File: src/rtl/addsub_serial.sv
// Bit-serial add/subtract unit: one full-adder cell reused over n cycles, LSB first,
// with optional signed saturation and carry/overflow/zero status on completion.
module addsub_serial #(
  parameter int n = 6
) (
  input  logic         clk,
  input  logic         reset,
  input  logic         start,
  input  logic         op_sub,
  input  logic         sat_en,
  input  logic [n-1:0] a,
  input  logic [n-1:0] b,
  output logic         busy,
  output logic         done,
  output logic [n-1:0] result,
  output logic         carry,
  output logic         overflow,
  output logic         zero
);

  localparam int CW = (n > 2) ? $clog2(n) : 1;

  typedef enum logic [1:0] {IDLE, RUN, DONE} state_t;

  state_t         state;
  state_t         state_next;
  logic [n-1:0]   a_sh;
  logic [n-1:0]   b_sh;
  logic [n-2:0]   acc;
  logic           c;
  logic           cin_msb;
  logic           sat_lat;
  logic           a_msb;
  logic [CW-1:0]  cnt;

  logic           accept;
  logic           last;
  logic           sum_bit;
  logic           c_next;
  logic [n-1:0]   raw;
  logic           ovf;
  logic [n-1:0]   sat_val;
  logic [n-1:0]   res_final;

  always_ff @(posedge clk or posedge reset) begin
    if (reset) state <= IDLE;
    else       state <= state_next;
  end

  always_comb begin
    state_next = state;
    accept     = 1'b0;
    case (state)
      IDLE, DONE: begin
        if (start) begin
          accept     = 1'b1;
          state_next = RUN;
        end else begin
          state_next = IDLE;
        end
      end
      RUN:     if (last) state_next = DONE;
      default: state_next = IDLE;
    endcase
  end

  // Single full-adder cell; raw is the complete sum once the MSB bit is produced.
  always_comb begin
    last      = (state == RUN) && (cnt == CW'(n - 1));
    sum_bit   = a_sh[0] ^ b_sh[0] ^ c;
    c_next    = (a_sh[0] & b_sh[0]) | (a_sh[0] & c) | (b_sh[0] & c);
    raw       = {sum_bit, acc};
    ovf       = cin_msb ^ c_next;
    sat_val   = a_msb ? {1'b1, {(n-1){1'b0}}} : {1'b0, {(n-1){1'b1}}};
    res_final = (sat_lat && ovf) ? sat_val : raw;
  end

  always_ff @(posedge clk or posedge reset) begin
    if (reset) begin
      a_sh     <= '0;
      b_sh     <= '0;
      acc      <= '0;
      c        <= 1'b0;
      cin_msb  <= 1'b0;
      sat_lat  <= 1'b0;
      a_msb    <= 1'b0;
      cnt      <= '0;
      result   <= '0;
      carry    <= 1'b0;
      overflow <= 1'b0;
      zero     <= 1'b0;
    end else if (accept) begin
      // Subtraction is a + ~b + 1: invert B up front and seed the carry with 1.
      a_sh     <= a;
      b_sh     <= b ^ {n{op_sub}};
      acc      <= '0;
      c        <= op_sub;
      cin_msb  <= 1'b0;
      sat_lat  <= sat_en;
      a_msb    <= a[n-1];
      cnt      <= '0;
    end else if (state == RUN) begin
      a_sh <= a_sh >> 1;
      b_sh <= b_sh >> 1;
      acc  <= raw[n-1:1];
      c    <= c_next;
      cnt  <= cnt + 1'b1;
      if (cnt == CW'(n - 2)) cin_msb <= c_next;
      if (last) begin
        result   <= res_final;
        carry    <= c_next;
        overflow <= ovf;
        zero     <= (res_final == '0);
      end
    end
  end

  assign busy = (state == RUN);
  assign done = (state == DONE);

endmodule

File: config.mk
export PLATFORM = sky130hd
export DESIGN_NAME = addsub_serial
export DESIGN_NICKNAME = d
export VERILOG_FILES = /design/src/rtl/addsub_serial.sv
export SDC_FILE = /design/constraint.sdc
export NUM_CORES = 1
export LEC_CHECK = 0
export ABC_AREA = 1
export BUFFER_PORTS_ARGS = -buffer_cell sky130_fd_sc_hd__buf_2
export CAP_MARGIN = 25
export CORE_ASPECT_RATIO = 1.4
export CORE_MARGIN = 3
export CORE_UTILIZATION = 54
export DETAILED_ROUTE_END_ITERATION = 12
export PLACE_DENSITY = 0.85
export SETUP_SLACK_MARGIN = 0.5
export SLEW_MARGIN = 40
export SYNTH_ARGS = -nofsm -noshare
export SYNTH_HDL_FRONTEND = slang
export SYNTH_SLANG_ARGS = --single-unit
File: constraint.sdc
create_clock -name clk -period 1.79 [get_ports clk]
set_input_delay 0 -clock clk [delete_from_list [all_inputs] [get_ports clk]]
set_output_delay 0 -clock clk [all_outputs]
set_load 0.01 [all_outputs]
# Word level (Yosys, flattened, before mapping)
# Cells that the tools add are included.
[totals] ff_bits=35 out_inout_bits=11 word_cells=58
[classes] add_sub_neg=1 n_eq_ne=5 n_mux=20 n_bitwise=10 n_reduce_logical=9
[ops] operator="$mux W6" n=6
[ops] operator="$mux W5" n=2
[ops] operator="$mux W1" n=8
[ops] operator="$eq A3 B3 Y1 const B" n=2
[ops] operator="$logic_not A6 Y1" n=1
[ops] operator="$mux W3" n=2
[ops] operator="$xor A6 B6 Y6" n=1
[ops] operator="$pmux W2 S2" n=1
[ops] operator="$reduce_bool A2 Y1" n=2
[ops] operator="$add A3 B1 Y3 const B" n=1
[ops] operator="$and A1 B1 Y1" n=3
[ops] operator="$reduce_and A3 Y1" n=1
[ops] operator="$xor A1 B1 Y1" n=3
[ops] operator="$eq A2 B1 Y1 const B" n=1
[ops] operator="$eq A2 B2 Y1 const B" n=1
[ops] operator="$logic_and A1 B1 Y1" n=2
[ops] operator="$logic_not A2 Y1" n=1
[ops] operator="$mux W2" n=1
[ops] operator="$ne A2 B1 Y1 const B" n=1
[ops] operator="$or A1 B1 Y1" n=2
[ops] operator="$reduce_and A2 Y1" n=1
[ops] operator="$reduce_or A2 Y1" n=1
[ops] operator="$not A1 Y1" n=1

# Depth between registers and ports, before layout
# Gate-level depths: netlist of run 1.
[depth] ltp_word=7 depth_mapped=10 ltp_nobuf=10

# Worst setup path after synthesis of run 1
# No wires, ideal clock.
[synth_path] path_kind="reg2reg" start="register c" end="register zero" arrival_time_ns=1.383 t_required_ns=1.674 path_slack_ns=0.290 path_stages_with_launch=11 synth_period_minus_slack_ns=1.500 cell_sequence="dfrtp_1 > inv_1 > fa_1 > inv_1 > nand2_1 > nand3_1 > nand2_1 > nand2_1 > nor2_1 > nand2_1 > nand2_1"
[synth_via] elab_chain_cells=7
[synth_rtl] element="start, declared" line="30" rtl="logic c;"
[synth_rtl] element="start signal, assigned" line="97" rtl="c <= op_sub;"
[synth_rtl] element="start signal, assigned" line="106" rtl="c <= c_next;"
[synth_rtl] element="$and A1 B1 Y1" line="71" rtl="c_next = (a_sh[0] & b_sh[0]) | (a_sh[0] & c) | (b_sh[0] & c);"
[synth_rtl] element="$or A1 B1 Y1 (2 in series)" line="71"
[synth_rtl] element="$xor A1 B1 Y1" line="73" rtl="ovf = cin_msb ^ c_next;"
[synth_rtl] element="$logic_and A1 B1 Y1" line="75" rtl="res_final = (sat_lat && ovf) ? sat_val : raw;"
[synth_rtl] element="$mux W6 *" line="75"
[synth_rtl] element="$logic_not A6 Y1 *" line="113" rtl="zero <= (res_final == '0);"
[synth_rtl] element="end signal, assigned" line="113"
[synth_rtl] element="end, declared" line="18" rtl="output logic zero"
# Every way passes the cells marked *; elsewhere a longest branch is shown, timed or not.
# A chain may end at the register's enable or synchronous reset.

# Final worst setup path of run 1
[layout_path] start="register a_sh[0]" end="register result[3]"
[layout_via] elab_chain_cells=6
[layout_rtl] element="start, declared" line="27" rtl="logic [n-1:0] a_sh;"
[layout_rtl] element="start signal, assigned" line="103" rtl="a_sh <= a_sh >> 1;"
[layout_rtl] element="$and A1 B1 Y1" line="71"
[layout_rtl] element="$or A1 B1 Y1 * (2 in series)" line="71"
[layout_rtl] element="$xor A1 B1 Y1 *" line="73"
[layout_rtl] element="$logic_and A1 B1 Y1 *" line="75"
[layout_rtl] element="$mux W6 *" line="75"
[layout_rtl] element="end signal, assigned" line="110" rtl="result <= res_final;"
[layout_rtl] element="end, declared" line="15" rtl="output logic [n-1:0] result,"
# Marked as above.

==> flow_summary.yaml, run 1 <==
floorplanning:
  ios: 28
  die_x_um: 52.33
  start_util_pct: 58.95
  core_mm2: 0.002753
  die_area_mm2: 0.003708
  die_height_um: 70.87
  placementRows: 22
final_layout:
  nFillCells: 175
  drive_gt1_share_pct: 31.22
  area_delta_synth_final_pct: 34.46
  diodes: 0
  nNetsFinal: 257
  fin_area_mm2: 0.002182
sta:
  rsz0062_at_grt: "yes"
  slew_headroom_pct: 71.26
  hold_viol_final: 0
  finalSetupTns_ps: 0
  setup_viol_count_final: 0
  clock_skew_ps: 7.226
  period_minus_slack_ps: 1610
  worst_pin_slew_ps: 431.1
  clock.fmax_mhz: 621.0
  final_min_period_over_clock_period_pct: 89.96
  maxSlewViolCount: 0
synthesis:
  synth-edff-count: 0
  yosys_warnings: 0
  syn_nets: 199
  synth-async-reset-ratio_pct: 100.0
  synth_flop_cell: "dfrtp_1"
  yosysSeqAreaShare_pct: 53.97
  syn_inst: 178
  synthTopCellsByArea: "dfrtp_1, nand2_1, inv_1, o21ai_0, a31oi_1"
  synth.distinct_cells: 24
  yosysTopAreaCellShare_pct: 53.97
  synth_top_cell_by_area: "dfrtp_1"
  syn_area_per_cell_um2: 9.117
  yosys_register_bits: 35
  syn_area_mm2: 0.001623
clocking:
  ctsLongestPathBuffers: 2
  cts_buffers: 5
  cts_max_level: 2
  cts_tree: "done"
  cts_root_buffer: "clkbuf_4"
  clock_sinks: 35
  clkTransAtPathRegs_ps: 100
  clk_latency_ps: 350
drt:
  ant_nets: 0
  detail_route.vias_per_cell: 5.286
  drt_iter0_drc: 56
  drt_first_pass_iters: 6
  post_drt_wl_per_cell_um: 14.49
  wl_um: 3957
  routed-via-count: 1443
  drc: 0
placed_design:
  dp_hpwl_um: 2283
  place_congestion: 0.8260
  placed_cell_area_mm2: 0.001808
  portBuffers: 27
power_and_ir_drop:
  vdd_drop_max_mv: 1.099
  leakagePower_nw: 1.109
  p_per_area_mw_per_mm2: 1727
global_route:
  grt_pass1_wl_um: 6189
  grt_overflow_total: 0
  grt_max_degree: 36
  antenna_found_initial: 0
  grt_pass1_vias: 1497
  grt_use_total_pct: 22.78
worst_setup_path:
  worstPathMaxFanout: 5
  cp.arrival_ps: 1850
  startpoint_type: "flop"
  critPathCaptureType: "flop"
  startpoint: "a_sh[0]$_DFFE_PP0P_"
  critPathKind: "reg -> reg"
  required_ps: 2030
  r2r-start: "a_sh[0]$_DFFE_PP0P_"
run:
  maxCapViolations: 0
worst_hold_path:
  hp-class: "in -> reg"
  hp-start: "b[2]"
outcome:
  outcome: "finished, final reports clean"
## sequential cells by signal (all words and copies together), names as in the netlist, 2 cells and up
| name | count |
|---|---|
| cnt | 3 |
| state | 2 |
| b_sh | 6 |
| result | 6 |
| a_sh | 6 |
| acc | 5 |
## kinds of logic (layout without fill, tap and decap cells)
logic type               count (synthesis)  after routing  synth area share [%]
AND/OR/NAND/NOR                         57             58                 15.19
AO/OA/AOI/OAI                           40             40                 14.65
buffers and inverters                   36             94                 9.407
flip-flops                              35             35                 53.97
XOR/XNOR                                 6              6                 3.238
adder cells (fa/ha/maj)                  4              4                 3.547
## cell usage after synthesis (3+ instances only)
cell / instances
nand2_1: 41
o22ai_1: 6
buf_2: 3
ha_1: 3
inv_1: 27
xor2_1: 4
nand3_1: 3
dfrtp_1: 35
o21ai_0: 20
a31oi_1: 7
nor2_1: 9
o221ai_1: 5
## area by class of cell
cell class	instances	area (um^2)	share of cell area (%)
clock buffer	7	45.04	2.064
clock inverter	1	5.005	0.2294
inverter	30	120.1	5.505
multi-input combinational	108	701.9	32.17
sequential	35	875.8	40.14
tap	36	45.04	2.064
timing repair buffer	56	389.1	17.83
## stage by stage
step / cells / total power, mW / util (%) / hold slack [ps] / setup slack, ps
finish: 273 / 3.769 / 79.27 / 19.96 / 179.7
global route: 273 / 4.047 / 79.27 / 42.13 / 123.1
CTS: 264 / 3.403 / 74.09 / 11.05 / 288.3
detailed placement: 239 / 2.837 / 65.68 / 111.7 / 296.6
global placement: 239 / 2.740 / 65.68 / 107.2 / 351.9
floorplan: 178 / 2.414 / - / 109.6 / 411.3
## path summary, 6_finish.rpt
| path | depth (start not counted) | slack [ps] | endpoint |
|---|---|---|---|
| min in group asynchronous | 4 | 280 | b_sh[0]$_DFFE_PP0P_ |
| worst min register to register | 2 | 490 | result[5]$_DFFE_PP0P_ |
| worst max register to register | 7 | 180 | result[3]$_DFFE_PP0P_ |
| worst min-delay path | 4 | 20 | b_sh[2]$_DFFE_PP0P_ |
| worst max-delay path | 7 | 180 | result[3]$_DFFE_PP0P_ |
| max in group asynchronous | 4 | 1200 | state[0]$_DFFE_PP0P_ |
## layout by cell type (no fill, tap or decap), types with 4 or more instances in the layout
cell type,instances
a31oi_1,5
buf_2,28
buf_4,14
clkbuf_4,5
dfrtp_1,35
dlygate4sd3_1,11
inv_1,23
inv_2,6
nand2_1,34
nand2_4,5
nor2_1,9
o21ai_0,17
o221ai_1,5
o22ai_1,6
xor2_1,4
## critical path, cell delays in order (launching register included)
cell	delay, ps
dfrtp_1	380
inv_2	60
fa_2	430
inv_2	100
nand2_4	60
nand4_1	200
buf_4	180
a31oi_1	70
## per-layer routing
layer	track usage [%]	wire, um	share of wire [%]	up-vias
li1	-	-	-	691
met1	23.67	1371	35	690
met2	38.81	2217	56	47
met3	6.526	204	5.2	15
met4	14.20	163	4.1	0
met5	0	0	0	-
## power by group
part           leakage (nW)  total, mW  switching (mW)  internal, mW
logic                 0.646       2.00            1.17         0.835
clock network        0.0293      0.411           0.258         0.153
registers             0.433       1.36           0.212          1.15
## timing repair
action                                  in CTS  in global routing
hold buffers                                11                  0
hold endpoints to repair                    46                  0
cloned                                       1                  1
endpoints found under the setup margin      22                 29
setup buffers                                5                  8
pin swaps                                    5                 12
resized for setup                            6                 23
(Power assumes the default switching activity.)
==> inputs of run 2 (changes only) <==
Settings changed: CTS_BUF_LIST set to sky130_fd_sc_hd__clkbuf_8 sky130_fd_sc_hd__clkbuf_16.
==> run 2 against run 1 <==
  * Non-clock buffer count shrank 2
  * Global-route usage is 0.94 points higher
  * Critical path type unchanged
  * Maximum frequency grew 5.6%
  * Power increased by 2.4%
  * Highest routed layer unchanged
  * Cell area grew 0.12%
  * Register-to-register slack better by 80 ps
  * Clock power up 30%
  * First-iteration DRC count fell by 39%
  * Wire length rose by 0.38%
  * Die area unchanged
==> flow_summary.yaml, run 2 (same netlist as run 1, synthesis figures left out) <==
placed_design:
  place_congestion: 0.8260
  dp_hpwl_um: 2283
  portBuffers: 27
run:
  maxCapViolations: 0
drt:
  ant_nets: 0
  drt_iter0_drc: 34
  m1WireLength_um: 1411
  wl_met3_um: 217
  dr.max_layer_used: "met4"
  drt_first_pass_iters: 4
  post_drt_wl_per_cell_um: 14.66
  drc: 0
  wl_um: 3972
  dr_wl_met2_um: 2150
  detail_route.vias_per_cell: 5.465
  routed-via-count: 1481
sta:
  clock_skew_ps: 4.264
  final_min_period_over_clock_period_pct: 85.22
  worst_pin_slew_ps: 439.7
  setup_viol_count_final: 0
  hold_viol_final: 0
  finalSetupTns_ps: 0
  period_minus_slack_ps: 1526
  clock.fmax_mhz: 655.5
  maxSlewViolCount: 0
  slew_headroom_pct: 70.69
  rsz0062_at_grt: "yes"
floorplanning:
  die_area_mm2: 0.003708
  placementRows: 22
  die_height_um: 70.87
  start_util_pct: 58.95
  die_x_um: 52.33
  ios: 28
  core_mm2: 0.002753
worst_hold_path:
  hp-class: "in -> reg"
worst_setup_path:
  cp.arrival_ps: 1730
  critPathCaptureType: "flop"
  critPathKind: "reg -> reg"
  startpoint_type: "flop"
  required_ps: 2000
  worstPathMaxFanout: 4
  rrSetupSlack_ps: 260
clocking:
  clkTransAtPathRegs_ps: 70
  cts_tree: "done"
  clk_latency_ps: 290
  cts_root_buffer: "clkbuf_8"
  cts_max_level: 2
  clock_sinks: 35
  ctsLongestPathBuffers: 2
  cts_buffers: 5
final_layout:
  reg_top3: "a_sh: 6 flops, b_sh: 6 flops, result: 6 flops"
  fin_util_pct: 79.36
  nNetsFinal: 255
  area_delta_synth_final_pct: 34.62
  diodes: 0
  mostFrequentLayoutCells: "nand2_1, dfrtp_1, buf_2"
  drive_gt1_share_pct: 31.49
global_route:
  grt_use_total_pct: 23.72
  grt_max_degree: 36
  antenna_found_initial: 0
  grt_pass1_wl_um: 6410
  grt_pass1_vias: 1557
  grt_overflow_total: 0
outcome:
  outcome: "finished, final reports clean"
power_and_ir_drop:
  leakagePower_nw: 1.120
  vdd_drop_max_mv: 1.230
  p_per_area_mw_per_mm2: 1767
  fin_total_pwr_mw: 3.861
## run 2: power by group
part / switching (mW) / internal (mW)
logic: 1.14 / 0.823
registers: 0.213 / 1.15
clock network: 0.275 / 0.261
total: 1.63 / 2.23
## run 2: layout make-up
class,instances,area (um^2)
sequential,35,875.8
multi-input combinational,108,690.7
fill,174,568.0
timing repair buffer,54,371.6
inverter,30,120.1
clock buffer,5,68.82
tap,36,45.04
clock inverter,3,12.51
## run 2: worst max-delay path, stage by stage, from the launching register on
cell and delay (ps):
dfrtp_1 340, inv_2 50, fa_2 430, nand2_4 100
nand4_1 180, buf_4 200, a31oi_1 140
## run 2: stage by stage
step           setup WS, ps  hold WS [ps]  cells  cell area [um^2]
6_report              264.5         22.35    271              2185
5_1_grt               216.3         77.66    271              2185
4_1_cts               313.7         10.51    264              2068
3_5_place_dp          296.6         111.7    239              1808
3_3_place_gp          351.9         107.2    239              1808
2_1_floorplan         411.3         109.6    178              1635
## run 2: final timing paths
| path | startpoint | end | cells past startpoint |
|---|---|---|---|
| setup reg to reg | c$_DFFE_PP0P_ | result[1]$_DFFE_PP0P_ | 6 |
| hold / removal | b[4] | b_sh[4]$_DFFE_PP0P_ | 4 |
| setup / recovery | c$_DFFE_PP0P_ | result[1]$_DFFE_PP0P_ | 6 |
| hold reg to reg | result[5]$_DFFE_PP0P_ | result[5]$_DFFE_PP0P_ | 2 |
| max in group asynchronous | reset | a_sh[2]$_DFFE_PP0P_ | 4 |
| min in group asynchronous | reset | result[3]$_DFFE_PP0P_ | 4 |
## run 2: what timing repair did
item                                    in CTS  in global routing
hold endpoints to repair                    43                  0
buffers inserted                             7                  6
cloned                                       1                  1
hold buffers                                 9                  0
pin swaps                                    6                 11
resized for setup                            8                 20
endpoints found under the setup margin      23                 19
## run 2: layer usage
| layer | global-route usage, % | vias to the layer above |
|---|---|---|
| met1 | 24.37 | 718 |
| met2 | 40.75 | 56 |
| met4 | 17.05 | 0 |
| met5 | 0 | - |
| li1 | - | 687 |
| met3 | 5.053 | 20 |
==> inputs of run 3 (changes only) <==
Settings changed: GPL_TIMING_DRIVEN set to 0.
==> run 3 against run 2 <==
  * Via count fell by 7.1%
  * Power fell by 3.8%
  * Wire length fell by 6.5%
  * Maximum frequency fell by 1.3%
  * Largest cell class unchanged
==> flow_summary.yaml, run 3 (same netlist as run 1, synthesis figures left out) <==
sta:
  whs_ps: 6.914
  period_minus_slack_ps: 1546
  rsz0062_at_grt: "yes"
  hold_viol_final: 0
  finalSetupTns_ps: 0
  slew_headroom_pct: 52.01
  final_min_period_over_clock_period_pct: 86.39
  worst_pin_slew_ps: 718.8
  clock_skew_ps: 6.965
  setup_viol_count_final: 0
  maxSlewViolCount: 0
  clock.fmax_mhz: 646.7
final_layout:
  diodes: 0
  mostFrequentLayoutCells: "nand2_1, dfrtp_1, buf_2"
  reg_top3: "a_sh: 6 flops, b_sh: 6 flops, result: 6 flops"
  area_delta_synth_final_pct: 29.22
  nFillCells: 207
  nNetsFinal: 249
  drive_gt1_share_pct: 31.44
power_and_ir_drop:
  clock_power_share_pct: 15.1
  intPower_mw: 2.163
  leakagePower_nw: 1.052
  pwr-share-comb_pct: 49.0
  switching_share_pct: 41.74
  switchingPower_mw: 1.550
  vdd_drop_max_mv: 1.171
  p_per_area_mw_per_mm2: 1771
  p_seq_share_pct: 35.9
worst_setup_path:
  required_ps: 2000
  startpoint_type: "flop"
  r2r-end: "result[1]$_DFFE_PP0P_"
  cp.arrival_ps: 1760
  r2r_cells: 6
  critPathKind: "reg -> reg"
  r2r-start: "c$_DFFE_PP0P_"
  critPathCaptureType: "flop"
  startpoint: "c$_DFFE_PP0P_"
  worstPathMaxFanout: 4
  rrSetupSlack_ps: 240
  crit_path_end: "result[1]$_DFFE_PP0P_"
drt:
  drt_first_pass_iters: 4
  drc: 0
  wl_um: 3712
  post_drt_wl_per_cell_um: 14.01
  drt_iter0_drc: 43
  ant_nets: 0
  routed-via-count: 1376
  detail_route.vias_per_cell: 5.192
clocking:
  ctsLongestPathBuffers: 2
  cts_max_level: 2
  clk_latency_ps: 290
  cts_tree: "done"
  clock_sinks: 35
  cts_root_buffer: "clkbuf_8"
  clkTransAtPathRegs_ps: 80
  cts_buffers: 5
floorplanning:
  ios: 28
  core_mm2: 0.002753
  start_util_pct: 58.95
  placementRows: 22
  die_area_mm2: 0.003708
  die_x_um: 52.33
  die_height_um: 70.87
global_route:
  antenna_found_initial: 0
  grt_max_degree: 36
  grt_overflow_total: 0
  grt_pass1_wl_um: 6023
  grt_pass1_vias: 1344
  grt_use_total_pct: 22.04
placed_design:
  portBuffers: 26
  place_congestion: 0.7809
  dp_hpwl_um: 2252
run:
  maxCapViolations: 0
outcome:
  outcome: "finished, final reports clean"
worst_hold_path:
  hp-class: "in -> reg"
-- run 3: final cells by class --
class	instances	area, um^2	share of cell area [%]
sequential	35	875.8	41.77
multi-input combinational	107	654.4	31.21
timing repair buffer	43	275.3	13.13
inverter	30	115.1	5.489
clock buffer	5	68.82	3.282
tap	36	45.04	2.148
buffer	6	42.54	2.029
clock inverter	3	20.02	0.9547
-- run 3: worst min path at each step --
stage	slack (ps)	cells past startpoint	to	from
final	7	3	a_msb$_DFFE_PP0P_	a[5]
after global routing	20	3	a_msb$_DFFE_PP0P_	a[5]
after CTS	2	3	a_msb$_DFFE_PP0P_	a[5]
after detailed placement	150	2	result[3]$_DFFE_PP0P_	reset
after global placement	200	3	sat_lat$_DFFE_PP0P_	sat_en
after floorplan	110	2	sat_lat$_DFFE_PP0P_	sat_en
-- run 3: timing repair --
action,in CTS,in global routing
cloned,0,1
hold buffers,8,0
setup endpoints to repair,21,19
resized for setup,6,15
setup buffers,6,2
pin swaps,3,4
hold endpoints to repair,42,0
-- run 3: layer usage --
layer  routed length [um]  global-route usage (%)  share of wire [%]  vias up
li1                     -                       -                  -      680
met1                 1416                   24.47                 38      652
met4                   76                   11.36                2.0        0
met3                  155                   5.474                4.2        6
met2                 2063                   37.71                 56       38
met5                    0                       0                  0        -
-- run 3: worst max-delay path, cell delays in order, from the launching register on --
cell and delay, ps:
dfrtp_1 340, inv_2 50, fa_2 440, nand2_4 110, nand4_1 180, buf_4 220, a31oi_2 130
-- run 3: power groups by stage --
stage	Clock (mW)	Sequential [mW]	Combinational, mW
floorplan	0	1.35	1.07
global placement	0	1.31	1.43
detailed placement	0	1.33	1.50
CTS	0.570	1.32	1.63
global route	0.596	1.38	2.03
finish	0.560	1.33	1.82
-- run 3: metrics by stage --
step                util, %  power (mW)  std cells  cell area [um^2]  setup WS, ps
global placement      65.77       2.743        240              1810         294.3
detailed placement    65.77       2.837        240              1810         232.7
CTS                   73.86       3.523        262              2033         274.4
finish                76.18       3.713        265              2097         243.7
global route          76.18       4.007        265              2097         190.3
floorplan                 -       2.414        178              1635         411.3
